`src/rtl/syn_lb_pkg.sv`:
```
// Shared types and constants for the local-bus initiator.
package syn_lb_pkg;

  // Transaction sequencing states of the LB initiator.
  typedef enum logic [1:0] {
    IDLE  = 2'd0,
    ISSUE = 2'd1,
    WAIT  = 2'd2,
    RESP  = 2'd3
  } lb_mstr_st_t;

  // Read data returned for writes and for timed-out transactions (sliced to DATA_W).
  localparam logic [63:0] LB_ERR_RDATA = 64'h0;

  // A slave acknowledge only counts when its kind matches the issued strobe.
  function automatic logic lb_match(input logic wr, input logic rd_valid, input logic wr_valid);
    return wr ? wr_valid : rd_valid;
  endfunction

endpackage

```
`src/rtl/syn_lb_mstr.sv`:
```
// Local-bus initiator: one host command in, one LB strobe out, one response back.
// Waits for the matching slave acknowledge or gives up after TIMEOUT cycles.
module syn_lb_mstr #(
  parameter int ADDR_W  = 12,
  parameter int DATA_W  = 32,
  parameter int TIMEOUT = 255,
  parameter int TMR_W   = 8
) (
  input  logic              clk_ir,
  input  logic              rst_sync,
  input  logic              cmd_valid,
  output logic              cmd_ready,
  input  logic              cmd_wr,
  input  logic [ADDR_W-1:0] cmd_addr,
  input  logic [DATA_W-1:0] cmd_wdata,
  output logic              rsp_valid,
  input  logic              rsp_ready,
  output logic              rsp_wr,
  output logic              rsp_err,
  output logic [DATA_W-1:0] rsp_rdata,
  output logic              lb_rd_en,
  output logic              lb_wr_en,
  output logic [ADDR_W-1:0] lb_addr,
  output logic [DATA_W-1:0] lb_wr_data,
  input  logic              lb_rd_valid,
  input  logic              lb_wr_valid,
  input  logic [DATA_W-1:0] lb_rd_data,
  output logic              stray_ack
);

  import syn_lb_pkg::*;

  // Timer value on the last WAIT cycle before giving up.
  localparam logic [TMR_W-1:0] TMR_LAST = TMR_W'(TIMEOUT - 1);
  localparam logic [DATA_W-1:0] ERR_DATA = LB_ERR_RDATA[DATA_W-1:0];

  lb_mstr_st_t       state_q, state_d;
  logic [TMR_W-1:0]  timer_q, timer_d;
  logic              wr_q, wr_d;
  logic [ADDR_W-1:0] lb_addr_q, lb_addr_d;
  logic [DATA_W-1:0] lb_wr_data_q, lb_wr_data_d;
  logic              lb_rd_en_q, lb_rd_en_d;
  logic              lb_wr_en_q, lb_wr_en_d;
  logic              cmd_ready_q, cmd_ready_d;
  logic              rsp_valid_q, rsp_valid_d;
  logic              rsp_wr_q, rsp_wr_d;
  logic              rsp_err_q, rsp_err_d;
  logic [DATA_W-1:0] rsp_rdata_q, rsp_rdata_d;
  logic              stray_q, stray_d;
  logic              match_s;
  logic              busy_s;

  // Next-state, response capture and strobe generation.
  always_comb begin
    state_d      = state_q;
    timer_d      = timer_q;
    wr_d         = wr_q;
    lb_addr_d    = lb_addr_q;
    lb_wr_data_d = lb_wr_data_q;
    lb_rd_en_d   = 1'b0;
    lb_wr_en_d   = 1'b0;
    rsp_wr_d     = rsp_wr_q;
    rsp_err_d    = rsp_err_q;
    rsp_rdata_d  = rsp_rdata_q;
    match_s      = lb_match(wr_q, lb_rd_valid, lb_wr_valid);
    busy_s       = (state_q == ISSUE) || (state_q == WAIT);

    case (state_q)
      IDLE: begin
        if (cmd_valid && cmd_ready_q) begin
          // Strobes are registered, so they rise together with ISSUE.
          state_d      = ISSUE;
          wr_d         = cmd_wr;
          lb_addr_d    = cmd_addr;
          lb_wr_data_d = cmd_wdata;
          lb_rd_en_d   = ~cmd_wr;
          lb_wr_en_d   = cmd_wr;
        end else begin
          state_d = IDLE;
        end
      end
      ISSUE: begin
        if (match_s) begin
          // Combinational slave: acknowledge arrives with the strobe.
          state_d     = RESP;
          rsp_wr_d    = wr_q;
          rsp_err_d   = 1'b0;
          rsp_rdata_d = wr_q ? ERR_DATA : lb_rd_data;
        end else begin
          state_d = WAIT;
          timer_d = '0;
        end
      end
      WAIT: begin
        timer_d = timer_q + TMR_W'(1);
        if (match_s) begin
          // A match on the final cycle still wins over the timeout.
          state_d     = RESP;
          rsp_wr_d    = wr_q;
          rsp_err_d   = 1'b0;
          rsp_rdata_d = wr_q ? ERR_DATA : lb_rd_data;
        end else if (timer_q == TMR_LAST) begin
          state_d     = RESP;
          rsp_wr_d    = wr_q;
          rsp_err_d   = 1'b1;
          rsp_rdata_d = ERR_DATA;
        end else begin
          state_d = WAIT;
        end
      end
      RESP: begin
        if (rsp_ready) begin
          state_d = IDLE;
        end else begin
          state_d = RESP;
        end
      end
      default: begin
        state_d = IDLE;
      end
    endcase

    cmd_ready_d = (state_d == IDLE);
    rsp_valid_d = (state_d == RESP);
    // Any acknowledge that does not complete the outstanding command is stray.
    stray_d = (lb_rd_valid && !(busy_s && !wr_q)) ||
              (lb_wr_valid && !(busy_s &&  wr_q));
  end

  // State and output registers with synchronous reset.
  always_ff @(posedge clk_ir) begin
    if (rst_sync) begin
      state_q      <= IDLE;
      timer_q      <= '0;
      wr_q         <= 1'b0;
      lb_addr_q    <= '0;
      lb_wr_data_q <= '0;
      lb_rd_en_q   <= 1'b0;
      lb_wr_en_q   <= 1'b0;
      cmd_ready_q  <= 1'b0;
      rsp_valid_q  <= 1'b0;
      rsp_wr_q     <= 1'b0;
      rsp_err_q    <= 1'b0;
      rsp_rdata_q  <= '0;
      stray_q      <= 1'b0;
    end else begin
      state_q      <= state_d;
      timer_q      <= timer_d;
      wr_q         <= wr_d;
      lb_addr_q    <= lb_addr_d;
      lb_wr_data_q <= lb_wr_data_d;
      lb_rd_en_q   <= lb_rd_en_d;
      lb_wr_en_q   <= lb_wr_en_d;
      cmd_ready_q  <= cmd_ready_d;
      rsp_valid_q  <= rsp_valid_d;
      rsp_wr_q     <= rsp_wr_d;
      rsp_err_q    <= rsp_err_d;
      rsp_rdata_q  <= rsp_rdata_d;
      stray_q      <= stray_d;
    end
  end

  assign cmd_ready  = cmd_ready_q;
  assign rsp_valid  = rsp_valid_q;
  assign rsp_wr     = rsp_wr_q;
  assign rsp_err    = rsp_err_q;
  assign rsp_rdata  = rsp_rdata_q;
  assign lb_rd_en   = lb_rd_en_q;
  assign lb_wr_en   = lb_wr_en_q;
  assign lb_addr    = lb_addr_q;
  assign lb_wr_data = lb_wr_data_q;
  assign stray_ack  = stray_q;

endmodule
```
`config.mk`:
```
export PLATFORM = sky130hd
export DESIGN_NAME = syn_lb_mstr
export DESIGN_NICKNAME = d
export VERILOG_FILES = /design/src/rtl/syn_lb_pkg.sv /design/src/rtl/syn_lb_mstr.sv
export SDC_FILE = /design/constraint.sdc
export NUM_CORES = 1
export LEC_CHECK = 0
export ABC_AREA = 1
export CAP_MARGIN = 20
export CORE_AREA = 2 2 107 109
export CTS_CLUSTER_SIZE = 30
export DETAILED_ROUTE_END_ITERATION = 12
export DIE_AREA = 0 0 109 111
export GPL_TIMING_DRIVEN = 0
export PLACE_DENSITY_LB_ADDON = 0.1
export SLEW_MARGIN = 20
export SYNTH_ARGS = -nofsm -noshare
export SYNTH_HDL_FRONTEND = slang
export SYNTH_SLANG_ARGS = --single-unit
export TNS_END_PERCENT = 100
```
`constraint.sdc`:
```
create_clock -name clk_ir -period 3.44 [get_ports clk_ir]
set_input_delay 0.516 -clock clk_ir [delete_from_list [all_inputs] [get_ports clk_ir]]
set_output_delay 0.516 -clock clk_ir [all_outputs]
set_load 0.005 [all_outputs]
```
==> results of run 1 <==
## final cells by class
type                       instances  area share
sequential                        94      0.3047
multi-input combinational        387      0.3000
timing repair buffer             164      0.2658
clock buffer                      13     0.04214
buffer                            35     0.03951
tap                              143     0.02897
inverter                          23     0.01398
clock inverter                     1    0.004862
## tightest hold or removal path, cell delays in order, from the launching register on
cell	delay, ps
dfxtp_1	310
nand2_1	60
a21oi_1	50
## kinds of logic (layout without fill, tap and decap cells)
| family | Yosys count | after routing | synth area share |
|---|---|---|---|
| simple gates | 285 | 285 | 0.2872 |
| compound gates | 94 | 94 | 0.1450 |
| flops | 94 | 94 | 0.4629 |
| buf+inv | 58 | 236 | 0.08126 |
| fa+ha+maj | 7 | 7 | 0.02154 |
| xor+xnor | 1 | 1 | 0.002155 |
## report_power, final
group | internal, W | switching [W] | leakage [nW] | total (W)
clock network | 0.000596 | 0.000407 | 0.142 | 0.00100
logic | 0.00103 | 0.00113 | 1.54 | 0.00216
registers | 0.00131 | 0.000126 | 0.767 | 0.00143
## worst min path at each step
stage | end | cells past startpoint
detailed placement | lb_wr_data[3]$_SDFFE_PP0P_ | 2
CTS | lb_wr_data[3]$_SDFFE_PP0P_ | 2
global route | lb_wr_data[21]$_SDFFE_PP0P_ | 2
finish | lb_wr_data[26]$_SDFFE_PP0P_ | 2
floorplan | rsp_err$_SDFFE_PP0P_ | 2
global placement | lb_wr_data[9]$_SDFFE_PP0P_ | 2
## synthesized netlist by cell type, drive strengths merged
cell type / number / share of area
clkbuf: 13 / 0.012
o21ai: 7 / 0.0095
dfxtp: 94 / 0.46
a21oi: 85 / 0.13
nor2: 50 / 0.050
ha: 7 / 0.022
a31o: 1 / 0.0022
inv: 23 / 0.021
o21a: 1 / 0.0018
xor2: 1 / 0.0022
nand2: 189 / 0.18
nand4: 2 / 0.0031
nand3: 43 / 0.053
buf: 22 / 0.048
nor3: 1 / 0.0012
## flip-flops by register name (all words and copies together), names as in the netlist
signal / flops
lb_wr_data: 32
rsp_rdata: 32
lb_addr: 12
timer_q: 8
state_q: 2
cmd_ready: 1
lb_rd_en: 1
lb_wr_en: 1
rsp_err: 1
rsp_valid: 1
rsp_wr: 1
stray_ack: 1
wr_q: 1
## per-stage QoR
step	cells	power (W)	hold WS [ps]
after global routing	860	0.004950	479.3
final	860	0.004592	464.3
after detailed placement	846	0.003635	455.7
after floorplan	539	0.002861	460.4
after CTS	860	0.004645	464.0
after global placement	846	0.003586	451.3
## routing by layer
metal / up-vias / global-route usage / wire length, µm
met3: 18 / 0.06467 / 1025
met5: - / 0 / 0
met2: 131 / 0.2957 / 4988
met1: 1804 / 0.2323 / 4811
met4: 0 / 0.08376 / 263
li1: 2079 / - / -
==> reports/metrics.yaml, run 1 <==
grt_first_pass_wirelength_um: 18150
drv_cap: 0
required_ps: 3710
worstSetupPathType: "in2reg"
final_antenna_net_count: 0
routed-via-count: 4032
die_area_um2: 12100
hp-class: "reg2reg"
worst_pin_slew_ps: 528.9
die_h_um: 111
crit_fanout: 10
die_x_um: 109
post_cts_resize_count: 0
io_pins: 166
crit_arrival_ps: 2100
io_buffer_count: 164
p_leak_nw: 2.448
setup_viol_count_final: 0
synthCells: 539
htreeDepth: 3
clockBufferDepth: 2
fp-row-count: 39
ff2ff_setup_slack_ps: 1600
seq_area_frac_synth: 0.4629
postPlaceCellArea_um2: 5886
clock_latency_ps: 340
skew_ps: 4.329
crit_buf_inv: 3
wirelength_um: 11090
setup_slack_ps: 1605
powerDensity_nw_per_um2: 743.6
dpl.hpwl_um: 8399
route.detailed.drc: 0
crit_path_start: "cmd_valid"
yosys_register_bits: 94
register_area_um2: 1882
ys_types: 23
drt_iter0_drc: 202
nNetsFinal: 804
post-cts-setup-buffer-count: 0
grt_max_degree: 14
design_area_um2: 6176
slew_viol_final: 0
fin_crit_sh: 0.5334
utilization: 0.5576
r2r-start: "state_q[0]$_SDFF_PP0_"
core_area_um2: 11080
grt.total_usage: 0.1888
antenna_cells: 0
cts_inserted_buffers: 9
ir_drop_mv: 0.2834
crit_family: "buffers and inverters"
wl_per_cell_um: 12.89
layout_commonest_cell: "nand2_1"
globalplace.congestion: 0.8242
rsz0062_at_grt: "no"
cp.depth: 6
period_needed_ps: 1835
avgViaCountPerCell: 4.688
pre_cts_ws_ps: 1220
cts_tree: "yes"
synth_fp_nets: 629
finalHoldViolCount: 0
slew_headroom: 0.6474
drive_above_1_share: 0.1060
hold_start: "lb_wr_data[26]$_SDFFE_PP0P_"
initial_core_util: 0.3670
rr_worst_depth: 9
antenna_found_initial: 0
clk_pin_slew_ps: 60
critPathLaunchType: "input pin"
synth_area_um2: 4065
grt_pass1_vias: 3802
final_cell_mix: "nand2_1 (184), clkdlybuf4s50_1 (164), dfxtp_1 (94)"
r2r_end: "rsp_rdata[9]$_SDFFE_PP0P_"
fillers: 1060
clockRootBuffer: "clkbuf_16"
outcome: "finished clean"
cts_hold_buf: 0
cp-end-kind: "flip-flop"
cp_slowest_stage_delay_ps: 500
grt_overflow_total: 0
clock_sink_count: 94
path_cells: "clkdlybuf4s50_1 > nand3_1 > inv_2 > buf_2 > nand2_1 > a21oi_1"
syn_avg_cell_area_um2: 7.542
synth_warnings: 0
max_freq_ghz: 0.5450
multi_input_area_um2: 1853
area_growth_pct: 51.92
first_pass_iters: 4
slowest_stage: "clkdlybuf4s50_1"
critical_path.endpoint: "lb_wr_data[18]$_SDFFE_PP0P_"
setup-tns-final_ps: 0
Note: power is estimated with default switching activity, not from simulation.
==> run 2: changes to the inputs <==
==> constraint.sdc (replaced) <==
create_clock -name clk_ir -period 1.9 [get_ports clk_ir]
set_input_delay 0.285 -clock clk_ir [delete_from_list [all_inputs] [get_ports clk_ir]]
set_output_delay 0.285 -clock clk_ir [all_outputs]
set_load 0.005 [all_outputs]
==> run 2 against run 1 <==
Against the previous run:
- design area increased by 0.14%
- final cell count unchanged
- sequential power increased by 82%
- non-clock buffer count unchanged
- clock skew increased by 1.6 ps
- worst hold slack got worse by 74 ps
- critical path type is now reg2reg
- highest routed layer unchanged
==> reports/metrics.yaml, run 2 (synthesis gave the netlist of run 1 again) <==
grt_first_pass_wirelength_um: 18150
avgViaCountPerCell: 4.680
first_pass_iters: 4
critPathLaunchType: "flip-flop"
met2_length_um: 5013
drv_cap: 0
crit_fanout: 10
routed-via-count: 4025
period_needed_ps: 1703
core_area_um2: 11080
die_x_um: 109
dpl.hpwl_um: 8399
fp-row-count: 39
utilization: 0.5583
slew_viol_final: 0
worstSetupPathType: "reg2reg"
io_pins: 166
top_layer_used: "met4"
hp-class: "in2reg"
grt_max_degree: 14
register_area_um2: 1882
finalHoldViolCount: 0
worst_pin_slew_ps: 520.5
layout_commonest_cell: "nand2_1"
slew_headroom: 0.6530
skew_ps: 5.916
cts_hold_buf: 0
outcome: "finished clean"
m1WireLength_um: 4822
fin_crit_sh: 0.8965
fin_cells: 860
wirelength_um: 11110
clockBufferDepth: 2
cts_tree: "yes"
powerDensity_nw_per_um2: 1348
rsz0062_at_grt: "no"
clock_latency_ps: 340
dp_cells: 846
htreeDepth: 3
ir_drop_mv: 0.5131
antenna_cells: 0
clock_sink_count: 94
drive_above_1_share: 0.1102
nNetsFinal: 804
final_cell_mix: "nand2_1 (184), clkdlybuf4s50_1 (164), dfxtp_1 (94)"
initial_core_util: 0.3670
io_buffer_count: 164
required_ps: 2170
die_h_um: 111
fillers: 1061
clockRootBuffer: "clkbuf_16"
die_area_um2: 12100
setup_viol_count_final: 0
area_growth_pct: 52.14
wl_per_cell_um: 12.92
grt_overflow_total: 0
cp-end-kind: "flip-flop"
cts_inserted_buffers: 9
drt_iter0_drc: 215
final_antenna_net_count: 0
crit_arrival_ps: 1980
globalplace.congestion: 0.8242
wl_met3_um: 1012
multi_input_area_um2: 1859
route.detailed.drc: 0
p_leak_nw: 2.451
grt_pass1_vias: 3802
grt.total_usage: 0.1888
clk_pin_slew_ps: 60
max_freq_ghz: 0.5871
antenna_found_initial: 0
## run 2: cell count changes in the layout (fill, tap and decap cells not counted)
| cell | delta |
|---|---|
| o21a_2 | +1 |
| o21a_1 | -1 |
| inv_2 | +1 |
| inv_1 | -1 |
| nand3_2 | +1 |
| nand3_1 | -1 |
| clkbuf_4 | +1 |
| buf_2 | -1 |
## run 2: per-stage QoR
stage	hold WS, ps	instance area [µm²]	total power [W]	TNS [ps]	worst slack (ps)
finish	389.8	6185	0.008335	0	196.6
global route	479.3	6185	0.008976	0	45.84
CTS	392.1	6176	0.008410	0	76.91
detailed placement	455.7	5886	0.006581	-2605	-89.26
global placement	451.3	5886	0.006492	-603.7	-30.57
floorplan	357.4	4065	0.005179	0	415.7
## run 2: final cells by class
type,count,area share
tap,143,0.02893
clock buffer,13,0.04208
multi-input combinational,387,0.3006
inverter,23,0.01396
buffer,35,0.03985
sequential,94,0.3043
clock inverter,1,0.004855
timing repair buffer,164,0.2654
## run 2: repair_timing
item                                    4_1_cts  5_1_grt
endpoints found under the setup margin        0       70
setup buffers                                 0        0
hold endpoints to repair                      0        0
gates resized for setup                       0        4
## run 2: worst max-delay path, cell delays in order (launching register included)
cell and delay, ps:
dfxtp_1 370, inv_1 100, ha_1 290, inv_2 140, o21a_2 190, buf_2 230
nand2_1 80, nand3_1 80, nand2_1 50, nor2_1 110
## run 2: worst paths after layout
path                                                 start                          to  slack [ps]  depth (start not counted)
worst max-delay path                 state_q[0]$_SDFF_PP0_   rsp_rdata[9]$_SDFFE_PP0P_         200                          9
worst min-delay path                              rst_sync         lb_rd_en$_SDFF_PP0_         390                          4
worst max register to register       state_q[0]$_SDFF_PP0_   rsp_rdata[9]$_SDFFE_PP0P_         200                          9
worst min register to register  lb_wr_data[3]$_SDFFE_PP0P_  lb_wr_data[3]$_SDFFE_PP0P_         460                          2
## run 2: power by group
group | internal (W) | switching (W) | total (W) | leakage (nW)
clock | 0.00108 | 0.000740 | 0.00182 | 0.142
sequential | 0.00237 | 0.000230 | 0.00260 | 0.767
combinational | 0.00187 | 0.00205 | 0.00392 | 1.54
total | 0.00532 | 0.00302 | 0.00833 | 2.45
## run 2: metal layers
metal / global-route usage / up-vias
met5: 0 / -
met4: 0.08376 / 0
met3: 0.06467 / 18
met2: 0.2957 / 124
met1: 0.2323 / 1803
li1: - / 2080
==> edit (flow settings as in run 2) <==
Re-encode `lb_mstr_st_t` (4 values) as one-hot, 4 bits wide.
--- a/src/rtl/syn_lb_pkg.sv
+++ b/src/rtl/syn_lb_pkg.sv
@@ -2,11 +2,11 @@
 package syn_lb_pkg;
 
   // Transaction sequencing states of the LB initiator.
-  typedef enum logic [1:0] {
-    IDLE  = 2'd0,
-    ISSUE = 2'd1,
-    WAIT  = 2'd2,
-    RESP  = 2'd3
+  typedef enum logic [3:0] {
+    IDLE  = 4'b0001,
+    ISSUE = 4'b0010,
+    WAIT  = 4'b0100,
+    RESP  = 4'b1000
   } lb_mstr_st_t;
 
   // Read data returned for writes and for timed-out transactions (sliced to DATA_W).
Formal check against the unedited RTL: no difference found for any inputs over 10 cycles, from zero or initial values and one cycle with rst_sync high; not proved beyond that.
==> edit against run 2 <==
Count of clock-buffer cells in the layout shrank 4. Hold slack got worse by 0.12 ns. Design area grew 9.4%. Setup slack better by 0.046 ns. Final cell count is 19% higher. First-iteration DRC count up 6.0%. Area after synthesis grew 14%. Sequential cell count increased by 2. Routed wire length increased by 19%. Sequential share of layout area down 2.0 points. Critical path depth is 2 lower.
Power is not compared: it rests on default switching activity, and its combinational part moved more than twofold at a synthesized area within 25%.
==> edit: results (changes against run 2) <==
Placement:
- The count of input and output buffers came to 163 (-0.61%).
- The total half-perimeter wirelength after legalization and detailed placement is 9820 um (+17%).
- The area of placed instances came to 6460 um^2 (+9.8%).
- The last weighted congestion value of the routability-driven placer was 0.862 (+4.6%).
- The pre-CTS setup slack is 0.00283 ns (+0.0921 ns).

CTS:
- The worst-case clock buffer depth is 2 (unchanged).
- The number of buffers created by CTS was 9 (unchanged).
- The number of levels the H-tree was split into is 3 (unchanged).
- Clock tree synthesis selected as its root buffer the cell clkbuf_16.
- The number of post-CTS setup repair buffers came to 0 (unchanged).

Timing:
- The tightest slew margin relative to the limit came to 65.3% (about the same).
- The post-route clock skew came to 0.00562 ns (-0.000295 ns).

Global route:
- The initial antenna violation count is 0 (unchanged).
- The first-pass GRT wire length is 21500 um (+18%).
- The total global routing track utilization is 22.1% (+3.2 points).
- The number of global-route vias before repair is 4766 (+25%).
- The maximum number of pins on one net before global-route repair is 18 (+4).

Worst setup path:
- In this run the critical register-to-register path is launched from state_q[3].
- The worst stage delay on the critical path is 0.33 ns (-0.04 ns).
- The number of cell instances on the worst register-to-register path is 7 (-2).
- The data arrival at the endpoint of the critical path is 1.90 ns (-0.08 ns).
- The worst reg2reg path endpoint is lb_wr_data[19].
- The slowest stage of the critical path is the clkbuf_1 cell.
- The register-to-register path setup slack is 0.24 ns (+0.05 ns).

Final layout:
- The number of antenna repair diodes is 0 (unchanged).
- The net total in the final layout was 964 (+20%).
- The share of final-layout standard cells stronger than drive strength 1 is 6.90% (-4.1 points).

Route:
- The average routed wire per standard cell was 12.8 um (-0.56%).
- The number of detailed-route iterations in the first pass came to 6 (+2).
- The detailed router's first-iteration violation count is 228 (+6.0%).
- The via density per instance is 4.89 (+4.6%).

Synthesis:
- By area the synthesized netlist is led by dfxtp_1, nand2_1, nand3_1, inv_1, a21oi_1.
- The number of unique standard cell types used by synthesis came to 27 (+17%).
- The fraction of synthesis flops using an asynchronous set or reset pin is 0% (unchanged).
- The commonest cells after synthesis are nand2_1, dfxtp_1, nand3_1.
- The sequential element share of the synthesized area is 41.3% (-5.0 points).
- The net count after synthesis is 790 (+26%).

Min path:
- The worst hold path begins at rst_sync.
- The tightest min-delay check is of the in2reg type.
- The cell depth of the worst min-delay path was 2 (-2).
- The hold-critical path endpoint is rsp_valid.

Pwr:
- In this run the static leakage power is around 0.0031 uW.
- The internal cell power is around 3600 uW.
- Across the VDD grid, the largest voltage drop is roughly 0.00038 V.

Run status:
- The flow ran to the end, and the final reports show no timing, DRC or antenna violations.
[edit: worst max-delay path, delay by kind of cell (launching register included)]
family,cells,cell delay [ns]
buffers and inverters,2,0.43
flip-flops,1,0.32
AND/OR/NAND/NOR,5,0.80
[edit: how the worst max path moves through the flow]
stage,endpoint,from,slack [ns]
3_3_place_gp,rsp_rdata[29],lb_wr_valid,0.03
5_1_grt,lb_addr[9],state_q[3],0.06
3_5_place_dp,rsp_rdata[22],lb_wr_valid,0.003
4_1_cts,lb_wr_data[19],state_q[3],0.23
6_report,lb_wr_data[19],state_q[3],0.24
2_1_floorplan,rsp_rdata[25],timer_q[0],0.55
[edit: cell families (layout without fill, tap and decap cells)]
group / count (synthesis) / count (layout) / synth area share (%)
xor+xnor: 2 / 2 / 0.377
fa+ha+maj: 2 / 2 / 0.538
compound gates: 57 / 57 / 6.51
simple gates: 420 / 420 / 39.4
buf+inv: 128 / 307 / 11.9
flops: 96 / 96 / 41.3
[edit: power groups by stage]
| stage | logic (uW) | clock network, uW | registers, uW |
|---|---|---|---|
| after floorplan | 363 | 0 | 2210 |
| after global placement | 803 | 0 | 2200 |
| after detailed placement | 816 | 0 | 2200 |
| after CTS | 821 | 1910 | 2160 |
| after global routing | 904 | 2000 | 2170 |
| final | 819 | 1880 | 2160 |
[edit: per-layer routing]
layer  part of all wire, %  global-route usage (%)  vias up  routed length [um]
met4                   1.5                    7.86        0                 201
met2                    47                    36.2      199                6170
li1                      -                       -     2562                   -
met3                   9.9                    7.47       19                1310
met5                     0                       0        -                   0
met1                    42                    26.6     2247                5510
[edit: through the flow]
step / instances / hold WS [ns] / power, uW / utilization, %
finish: 1027 / 0.266 / 4860 / 61.1
global placement: 1011 / 0.443 / 3000 / 58.3
global route: 1027 / 0.289 / 5070 / 61.1
floorplan: 705 / 0.357 / 2570 / -
CTS: 1027 / 0.266 / 4890 / 61.1
detailed placement: 1011 / 0.449 / 3020 / 58.3
[edit: area by class of cell]
type                       count  area, um^2
fill                        1061        4310
sequential                    96        1920
buffer                        47         249
timing repair buffer         163        1630
multi-input combinational    481        2180
tap                          143         179
clock buffer                   9         225
inverter                      81         304
clock inverter                 7        77.6
